$ cat src/rtl/alu_pipe.sv
// Pipelined ALU: single-cycle ops plus an optional iterative shift-add multiplier.
// Define ALU_PIPE_MUL_EN to build the multiplier; otherwise opcode 10 reports illegal.
module alu_pipe #(
  parameter int WIDTH = 8
) (
  input  logic             clk,
  input  logic             rst_n,
  input  logic             in_valid,
  output logic             in_ready,
  input  logic [3:0]       opcode,
  input  logic [WIDTH-1:0] a,
  input  logic [WIDTH-1:0] b,
  output logic             out_valid,
  input  logic             out_ready,
  output logic [WIDTH-1:0] result,
  output logic [WIDTH-1:0] result_hi,
  output logic             zero,
  output logic             carry,
  output logic             negative,
  output logic             overflow,
  output logic             illegal
);
  localparam int SW = $clog2(WIDTH);

  typedef enum logic [1:0] {IDLE = 2'd0, MUL = 2'd1, HOLD = 2'd2} state_t;

  state_t           state_q, state_d;
  logic             out_valid_q, out_valid_d;
  logic [WIDTH-1:0] result_q, result_d;
  logic             zero_q, zero_d, carry_q, carry_d, negative_q, negative_d;
  logic             overflow_q, overflow_d, illegal_q, illegal_d;

  logic             accept;
  logic             is_mul;
  logic [SW-1:0]    s;
  logic [WIDTH:0]   sum, diff, shl_full, shr_full, asr_full;
  logic [WIDTH-1:0] alu_res;
  logic             alu_c, alu_v, alu_ill;

`ifdef ALU_PIPE_MUL_EN
  localparam int CW = $clog2(WIDTH) + 1;
  logic [WIDTH-1:0] mcand_q, mcand_d, prod_hi_q, prod_hi_d, prod_lo_q, prod_lo_d;
  logic [WIDTH-1:0] result_hi_q, result_hi_d;
  logic [CW-1:0]    cnt_q, cnt_d;
  logic [WIDTH:0]   mul_sum;
  logic [WIDTH-1:0] mul_hi_next, mul_lo_next;
  assign is_mul    = (opcode == 4'd10);
  assign result_hi = result_hi_q;
`else
  assign is_mul    = 1'b0;
  assign result_hi = '0;
`endif

  assign s = b[SW-1:0];

  // Shifts are done one bit wider so the last bit shifted out falls into the spare bit.
  always_comb begin
    sum      = {1'b0, a} + {1'b0, b};
    diff     = {1'b0, a} - {1'b0, b};
    shl_full = {1'b0, a} << s;
    shr_full = {a, 1'b0} >> s;
    asr_full = $signed({a, 1'b0}) >>> s;
    alu_res  = '0;
    alu_c    = 1'b0;
    alu_v    = 1'b0;
    alu_ill  = 1'b0;
    case (opcode)
      4'd0: begin
        alu_res = sum[WIDTH-1:0];
        alu_c   = sum[WIDTH];
        alu_v   = (a[WIDTH-1] == b[WIDTH-1]) && (sum[WIDTH-1] != a[WIDTH-1]);
      end
      4'd1: begin
        alu_res = diff[WIDTH-1:0];
        alu_c   = diff[WIDTH];
        alu_v   = (a[WIDTH-1] != b[WIDTH-1]) && (diff[WIDTH-1] != a[WIDTH-1]);
      end
      4'd2: alu_res = a & b;
      4'd3: alu_res = a | b;
      4'd4: alu_res = a ^ b;
      4'd5: alu_res = b;
      4'd6: alu_res = a;
      4'd7: begin
        alu_res = shl_full[WIDTH-1:0];
        alu_c   = shl_full[WIDTH];
      end
      4'd8: begin
        alu_res = shr_full[WIDTH:1];
        alu_c   = shr_full[0];
      end
      4'd9: begin
        alu_res = asr_full[WIDTH:1];
        alu_c   = asr_full[0];
      end
      default: begin
        alu_res = {{(WIDTH-1){1'b0}}, 1'b1};
        alu_ill = 1'b1;
      end
    endcase
  end

`ifdef ALU_PIPE_MUL_EN
  // Right-shifting shift-add: the multiplier drains out of prod_lo as the product fills in.
  always_comb begin
    mul_sum     = {1'b0, prod_hi_q} + (prod_lo_q[0] ? {1'b0, mcand_q} : '0);
    mul_hi_next = mul_sum[WIDTH:1];
    mul_lo_next = {mul_sum[0], prod_lo_q[WIDTH-1:1]};
  end
`endif

  always_comb begin
    case (state_q)
      IDLE:    in_ready = 1'b1;
      HOLD:    in_ready = out_ready;
      default: in_ready = 1'b0;
    endcase
  end

  assign accept = in_valid & in_ready;

  always_comb begin
    state_d     = state_q;
    out_valid_d = out_valid_q;
    result_d    = result_q;
    zero_d      = zero_q;
    carry_d     = carry_q;
    negative_d  = negative_q;
    overflow_d  = overflow_q;
    illegal_d   = illegal_q;
`ifdef ALU_PIPE_MUL_EN
    mcand_d     = mcand_q;
    prod_hi_d   = prod_hi_q;
    prod_lo_d   = prod_lo_q;
    cnt_d       = cnt_q;
    result_hi_d = result_hi_q;
`endif
    case (state_q)
      IDLE, HOLD: begin
        if (accept && is_mul) begin
          state_d     = MUL;
          out_valid_d = 1'b0;
`ifdef ALU_PIPE_MUL_EN
          mcand_d     = a;
          prod_hi_d   = '0;
          prod_lo_d   = b;
          cnt_d       = '0;
`endif
        end else if (accept) begin
          state_d     = HOLD;
          out_valid_d = 1'b1;
          result_d    = alu_res;
          zero_d      = ~|alu_res;
          carry_d     = alu_c;
          negative_d  = alu_res[WIDTH-1];
          overflow_d  = alu_v;
          illegal_d   = alu_ill;
`ifdef ALU_PIPE_MUL_EN
          result_hi_d = '0;
`endif
        end else if (state_q == HOLD && out_ready) begin
          state_d     = IDLE;
          out_valid_d = 1'b0;
        end
      end
      MUL: begin
`ifdef ALU_PIPE_MUL_EN
        prod_hi_d = mul_hi_next;
        prod_lo_d = mul_lo_next;
        if (cnt_q == CW'(WIDTH - 1)) begin
          state_d     = HOLD;
          out_valid_d = 1'b1;
          cnt_d       = '0;
          result_d    = mul_lo_next;
          result_hi_d = mul_hi_next;
          zero_d      = ~|mul_lo_next;
          carry_d     = |mul_hi_next;
          negative_d  = mul_lo_next[WIDTH-1];
          overflow_d  = 1'b0;
          illegal_d   = 1'b0;
        end else begin
          cnt_d = cnt_q + CW'(1);
        end
`else
        state_d     = IDLE;
        out_valid_d = 1'b0;
`endif
      end
      default: begin
        state_d     = IDLE;
        out_valid_d = 1'b0;
      end
    endcase
  end

  always_ff @(posedge clk or negedge rst_n) begin
    if (!rst_n) begin
      state_q     <= IDLE;
      out_valid_q <= 1'b0;
      result_q    <= '0;
      zero_q      <= 1'b0;
      carry_q     <= 1'b0;
      negative_q  <= 1'b0;
      overflow_q  <= 1'b0;
      illegal_q   <= 1'b0;
`ifdef ALU_PIPE_MUL_EN
      mcand_q     <= '0;
      prod_hi_q   <= '0;
      prod_lo_q   <= '0;
      cnt_q       <= '0;
      result_hi_q <= '0;
`endif
    end else begin
      state_q     <= state_d;
      out_valid_q <= out_valid_d;
      result_q    <= result_d;
      zero_q      <= zero_d;
      carry_q     <= carry_d;
      negative_q  <= negative_d;
      overflow_q  <= overflow_d;
      illegal_q   <= illegal_d;
`ifdef ALU_PIPE_MUL_EN
      mcand_q     <= mcand_d;
      prod_hi_q   <= prod_hi_d;
      prod_lo_q   <= prod_lo_d;
      cnt_q       <= cnt_d;
      result_hi_q <= result_hi_d;
`endif
    end
  end

  assign out_valid = out_valid_q;
  assign result    = result_q;
  assign zero      = zero_q;
  assign carry     = carry_q;
  assign negative  = negative_q;
  assign overflow  = overflow_q;
  assign illegal   = illegal_q;
endmodule

$ cat config.mk
export PLATFORM = sky130hd
export DESIGN_NAME = alu_pipe
export DESIGN_NICKNAME = d
export VERILOG_FILES = /design/src/rtl/alu_pipe.sv
export SDC_FILE = /design/constraint.sdc
export NUM_CORES = 1
export LEC_CHECK = 0
export CAP_MARGIN = 5
export CORE_ASPECT_RATIO = 1.4
export CORE_UTILIZATION = 40
export DETAILED_ROUTE_END_ITERATION = 8
export PLACE_DENSITY_LB_ADDON = 0.25
export SETUP_SLACK_MARGIN = 0.4
export SLEW_MARGIN = 20
export SYNTH_ARGS = -nofsm -noshare
export SYNTH_HDL_FRONTEND = slang
export SYNTH_SLANG_ARGS = --single-unit
export TNS_END_PERCENT = 10
$ cat constraint.sdc
create_clock -name clk -period 2.6 [get_ports clk]
set_input_delay 0.39 -clock clk [delete_from_list [all_inputs] [get_ports clk]]
set_output_delay 0.39 -clock clk [all_outputs]
set_load 0.005 [all_outputs]
==> flow_summary.toml, run 1 <==
[critical_path]
crit_slowest_cell = "fa_2"
cp.required_ns = 2.75
arrival_ns = 2.46
timing.rr.end = "zero"
critPathMaxStageDelay_ns = 0.39
worstSetupEndpoint = "zero"
cp_num_buf_inv = 2
r2r_setup_slack_ns = 1.21
startpoint = "a[0]"
cp_top_family = "compound AO/OA/AOI/OAI gates"
end_kind = "register"
path_class = "input pin to register"
crit_chain = "buf_2 -> buf_6 -> ha_4 -> fa_2 -> a21o_1 -> a211oi_2 -> o22a_1 -> o2111ai_2 -> a2111oi_2 -> nand4_1 -> o31ai_2"
cp.depth = 11
worstRegToRegCells = 5
timing.rr.start = "out_valid"
crit_fanout = 3
startpoint_type = "input pin"

[clock_tree]
cts_buffer_depth = 2
htreeDepth = 1
numCtsBuffers = 3
root_buffer = "clkbuf_8"
cts_sinks = 13
clock_latency_ns = 0.24
path_clk_slew_ns = 0.05
cts_tree = "yes"

[place]
dpl.cell_count = 537
hpwlAfterDp_mm = 7.57
place.gp.congestion = 1.03
io_buffers = 38

[synth]
yosysSeqAreaShare_pct = 11.8
async_flop_share_pct = 100
synthXorXnorAreaFrac_pct = 1.28
synth-simple-area-share_pct = 21.2
synth_top_family_by_area = "compound AO/OA/AOI/OAI gates"
ys.flop_type = "dfrtp_1"
syn_area_sq_um = 2750
avgSynthCellArea_sq_um = 8.20
synth-adder-area-share_pct = 12.8
synth-compound-area-share_pct = 30.0
ys_types = 75
synth_edf_count = 0
netlist_instances = 335
yosysWarnings = 0
ys_ff_latch = 13
synth_mux_area_share_pct = 11.4

[floorplanning]
initial_core_util_pct = 41.6
io_pins = 47
fp.dieArea_sq_um = 7210
core_sq_um = 6610
die_h_um = 100
die_w_um = 72.0
row_count = 35

[grt]
grt_max_degree = 17
track_usage_pct = 26.9
grt_pass1_vias = 3148
antenna_found_initial = 0
grt_overflow = 0
grt_pass1_wl_mm = 15.0

[sta]
period_share_pct = 88.8
fmax_ghz = 0.433
finClkSkew_ns = 0.000688
hold_slack_ns = 0.474
finalSetupViolCount = 0
grt_setup_unrepaired = "yes"
relSlewSlack_pct = 62.2
slew_violations = 0
period_needed_ns = 2.31
hold_viol = 0
tightestPinTransition_ns = 0.565

[run]
cap_violations = 0

[route]
final_antenna_net_count = 0
dr.first_iter.drc_count = 191
vias = 3224
drt-vias-per-instance = 5.86
wire_per_inst_um = 17.5
firstDrtPassIters = 7
drt-total-wl_mm = 9.62
drc = 0

[finish]
num_antenna_cells = 0
area_growth_pct = 52.4
stdcell_count = 550
finish.utilization_pct = 63.3
n_fill_cell = 550
final_net_count = 510
layout-drive-gt1-share_pct = 41.0

[power_and_ir_drop]
leakage_nw = 1.85
ir_drop_uv = 189
power_density_nw_per_um2 = 283

[min_path]
hold_path.class = "register to register"
hp-start = "result[5]"

[run_status]
outcome = "completed"
## worst min-delay path by stage
| stage | endpoint | slack, ns | cells after the start |
|---|---|---|---|
| floorplan | carry | 0.09 | 0 |
| global placement | result[3] | 0.46 | 2 |
| global route | result[5] | 0.50 | 2 |
| detailed placement | result[5] | 0.47 | 2 |
| CTS | result[5] | 0.48 | 2 |
| finish | result[5] | 0.47 | 2 |
## metal layers
layer  vias up  global-route usage, %  share of wire [%]
met1      1537                   29.2                 38
met3        38                   1.41                4.7
li1       1497                      -                  -
met5         -                      0                  0
met2       152                   50.1                 51
met4         0                   16.7                5.9
## registers in the layout (all words and copies together) (netlist names)
name       flops
carry          1
illegal        1
out_valid      1
overflow       1
result         8
zero           1
## where the power goes
group	internal [mW]	leakage, nW	total (mW)	switching (mW)
Sequential	0.230	0.164	0.245	0.0149
Clock	0.108	0.0228	0.179	0.0712
Combinational	0.399	1.67	0.762	0.363
Total	0.737	1.85	1.19	0.449
## final cells by class
cell class	instances	area, sq um	share of cell area, %
sequential	13	325	7.77
multi-input combinational	273	2390	57.1
tap	92	115	2.75
timing repair buffer	145	1220	29.0
inverter	23	95.1	2.27
clock buffer	4	45.0	1.08
## synthesized netlist by cell type, types with 3 or more instances
cell       n  area share, %
nor2_1    18            2.5
inv_1     22            3.0
a221oi_1   5            1.6
o21ai_0   11            2.0
dfrtp_1   13             12
nor2b_1    9            2.0
o31ai_1    3           0.82
xnor2_1    4            1.3
nand3b_1   3           0.82
nand2b_1   7            1.6
mux4_2     5            4.1
a22oi_1    3           0.82
mux2i_1   10            3.6
a22o_1     6            1.9
a21o_1     5            1.4
buf_6      6            2.5
nor3_1     9            1.6
clkbuf_1   5           0.68
o211ai_1   7            1.9
nor4b_1    3           0.96
nand2_1   26            3.6
a31oi_1    4           0.91
a211oi_1   9            2.5
nand3_1    7            1.3
ha_1      25             11
mux4_1     3            2.9
a21oi_1   25            4.6
buf_2     11            2.0
buf_4     10            2.7
## repair_timing
action,in CTS,in global routing
buffers inserted,6,3
pin swaps,20,16
gates resized for setup,83,33
cloned,0,0
endpoints found under the setup margin,11,10
hold buffers,0,0
## logic make-up (layout without fill, tap and decap cells)
group,after synthesis,after routing
AO/OA/AOI/OAI,109,109
XOR/XNOR,4,4
adder cells (fa/ha/maj),27,27
buffers and inverters,56,172
flip-flops,13,13
multiplexers,20,20
other,1,8
AND/OR/NAND/NOR,105,105
## layout by cell type, fill, tap and decap left out, types with 4 or more instances in the layout
cell type and instances:
nand3_1 7, nor3_1 6, a221oi_1 5, conb_1 8, nand2_1 26, nor2b_1 6
mux2i_1 10, mux4_2 5, a21oi_2 4, a21o_1 5, o21ai_0 9, a211oi_2 4
a31oi_1 4, ha_4 9, dfrtp_1 13, nand2b_1 7, buf_6 15, dlygate4sd2_1 5
clkdlybuf4s50_1 20, o211ai_1 7, inv_1 12, a21oi_1 21, ha_1 14, nor2_1 18
inv_2 8, a211oi_1 6, a22o_1 5, buf_4 92, clkbuf_2 6
## through the flow
stage	setup TNS, ns	instance area [sq um]	setup WS, ns	power (mW)
2_1_floorplan	0	2790	0.116	0.603
3_3_place_gp	-2.51	3800	-0.409	0.908
5_1_grt	0	4190	0.192	1.25
3_5_place_dp	-2.89	3800	-0.482	0.918
4_1_cts	0	4080	0.209	1.15
6_report	0	4190	0.291	1.19
## tightest hold or removal path: cells and delay by family (launching register included)
family	cells	cell delay, ns
simple gates	1	0.04
compound gates	1	0.06
flops	1	0.34
(Power assumes the default switching activity.)
==> run 2, diff against run 1 <==
--- a/config.mk
+++ b/config.mk
@@ -11,7 +11,7 @@
 export DETAILED_ROUTE_END_ITERATION = 8
 export PLACE_DENSITY_LB_ADDON = 0.25
 export SETUP_SLACK_MARGIN = 0.4
-export SLEW_MARGIN = 20
+export SLEW_MARGIN = 5
 export SYNTH_ARGS = -nofsm -noshare
 export SYNTH_HDL_FRONTEND = slang
 export SYNTH_SLANG_ARGS = --single-unit
==> constraint.sdc (replaced) <==
create_clock -name clk -period 2.5 [get_ports clk]
set_input_delay 0.375 -clock clk [delete_from_list [all_inputs] [get_ports clk]]
set_output_delay 0.375 -clock clk [all_outputs]
set_load 0.005 [all_outputs]
==> flow_summary.toml, run 2 (synthesized netlist as in run 1, its figures left out) <==
[clock_tree]
htreeDepth = 1
cts_buffer_depth = 2
clock_latency_ns = 0.24
numCtsBuffers = 3
cts_sinks = 13
cts_tree = "yes"
root_buffer = "clkbuf_8"
path_clk_slew_ns = 0.05

[sta]
tightestPinTransition_ns = 0.615
period_share_pct = 94.2
slew_violations = 0
tns_ns = 0
period_needed_ns = 2.36
hold_viol = 0
fmax_ghz = 0.424
grt_setup_unrepaired = "yes"
setup_ws_ns = 0.144
finClkSkew_ns = 0.00194
finalSetupViolCount = 0
relSlewSlack_pct = 58.9

[route]
wire_per_inst_um = 17.5
vias = 3331
dr.first_iter.drc_count = 203
final_antenna_net_count = 0
drt-vias-per-instance = 5.83
drt-total-wl_mm = 10.0
firstDrtPassIters = 4
drc = 0

[floorplanning]
core_sq_um = 6610
io_pins = 47
initial_core_util_pct = 41.6
die_h_um = 100
row_count = 35
die_w_um = 72.0
fp.dieArea_sq_um = 7210

[min_path]
hp-start = "result[5]"
hold_path.class = "register to register"

[finish]
area_growth_pct = 59.9
n_fill_cell = 535
multi_input_area_sq_um = 2420
mostFrequentLayoutCell = "buf_4"
final_cell_mix = "117 x buf_4, 26 x nand2_1, 20 x a21oi_1, 20 x clkdlybuf4s50_1, 18 x nor2_1"
largest_reg_flops = 8
finalInstanceArea_sq_um = 4390
layout-drive-gt1-share_pct = 43.0
stdcell_count = 571
regArea_sq_um = 325
final_net_count = 531
num_antenna_cells = 0

[grt]
track_usage_pct = 28.0
antenna_found_initial = 0
grt_pass1_wl_mm = 15.8
grt_max_degree = 23
grt_overflow = 0
grt_pass1_vias = 3304

[place]
hpwlAfterDp_mm = 7.72
place.gp.congestion = 0.993
dpl.cell_count = 551
io_buffers = 38
dpl-instance-area_sq_um = 3920
place_ws_ns = -0.574

[critical_path]
r2r_setup_slack_ns = 1.09
startpoint = "a[1]"
path_class = "input pin to register"
crit_fanout = 4
cp.required_ns = 2.65
startpoint_type = "input pin"
end_kind = "register"
timing.rr.start = "out_valid"
arrival_ns = 2.50

[run]
cap_violations = 0

[power_and_ir_drop]
swShare_pct = 37.4
ir_drop_uv = 197
internal-power_uw = 796
leakage_nw = 1.95
p_clk_share_pct = 14.4
p_switching_uw = 476
pwr-share-seq_pct = 19.9
pwr-share-comb_pct = 65.7
power_density_nw_per_um2 = 290
total_power_mw = 1.27

[run_status]
outcome = "completed"
==> run 2: changes by cell type in the layout (fill, tap and decap cells not counted), moves of 4 or more <==
cell | previous run | this run
buf_6 | 15 | 11
clkbuf_2 | 6 | 0
dlygate4sd2_1 | 5 | 9
buf_4 | 92 | 117
==> run 2: worst paths after layout <==
| check | end | cells past startpoint |
|---|---|---|
| worst min-delay path | result[5] | 2 |
| worst min register to register | result[5] | 2 |
| max in group asynchronous | carry | 1 |
| worst max-delay path | zero | 10 |
| min in group asynchronous | result[1] | 1 |
| worst max register to register | zero | 5 |
==> run 2: layer usage <==
layer,up-vias,GRT usage (%),routed length (um)
met5,-,0,0
met4,0,19.9,721
met3,46,2.41,441
met2,155,50.4,5090
met1,1593,30.3,3760
li1,1537,-,-
==> run 2: power groups by stage <==
stage               registers (mW)  logic (mW)  clock network, mW
global route                 0.257       0.897              0.196
finish                       0.254       0.836              0.183
floorplan                    0.260       0.367                  0
CTS                          0.254       0.795              0.188
detailed placement           0.258       0.716                  0
global placement             0.257       0.708                  0
==> run 2: cell type report <==
cell class,count,share of cell area [%]
multi-input combinational,273,55.1
clock buffer,4,1.03
inverter,23,2.22
sequential,13,7.41
tap,92,2.62
timing repair buffer,166,31.7
==> run 2: metrics by stage <==
| stage | hold slack, ns | util, % |
|---|---|---|
| after floorplan | 0.0794 | - |
| after global placement | 0.460 | 59.2 |
| after detailed placement | 0.470 | 59.2 |
| after CTS | 0.482 | 64.9 |
| after global routing | 0.497 | 66.4 |
| final | 0.474 | 66.4 |
==> run 2: what timing repair did <==
action / CTS / global route
hold endpoints to repair: 0 / 0
buffers inserted: 14 / 2
gates resized for setup: 96 / 19
setup endpoints to repair: 11 / 11
pin swaps: 29 / 18
cloned: 0 / 0
hold buffers: 0 / 0
==> run 2: critical path, stage by stage <==
cell and delay, ns:
buf_8 0.10, inv_6 0.05, ha_4 0.20, o21ba_4 0.19, or4_4 0.57, a21o_1 0.21
a211oi_2 0.20, nand3_1 0.11, a32o_2 0.26, o31ai_2 0.23
==> run 3, diff against run 2 <==
--- a/config.mk
+++ b/config.mk
@@ -5,7 +5,7 @@
 export SDC_FILE = /design/constraint.sdc
 export NUM_CORES = 1
 export LEC_CHECK = 0
-export CAP_MARGIN = 5
+export CAP_MARGIN = 0
 export CORE_ASPECT_RATIO = 1.4
 export CORE_UTILIZATION = 40
 export DETAILED_ROUTE_END_ITERATION = 8
==> results of run 3 <==
The final DEF is identical to that of run 2; final timing and power are the same.
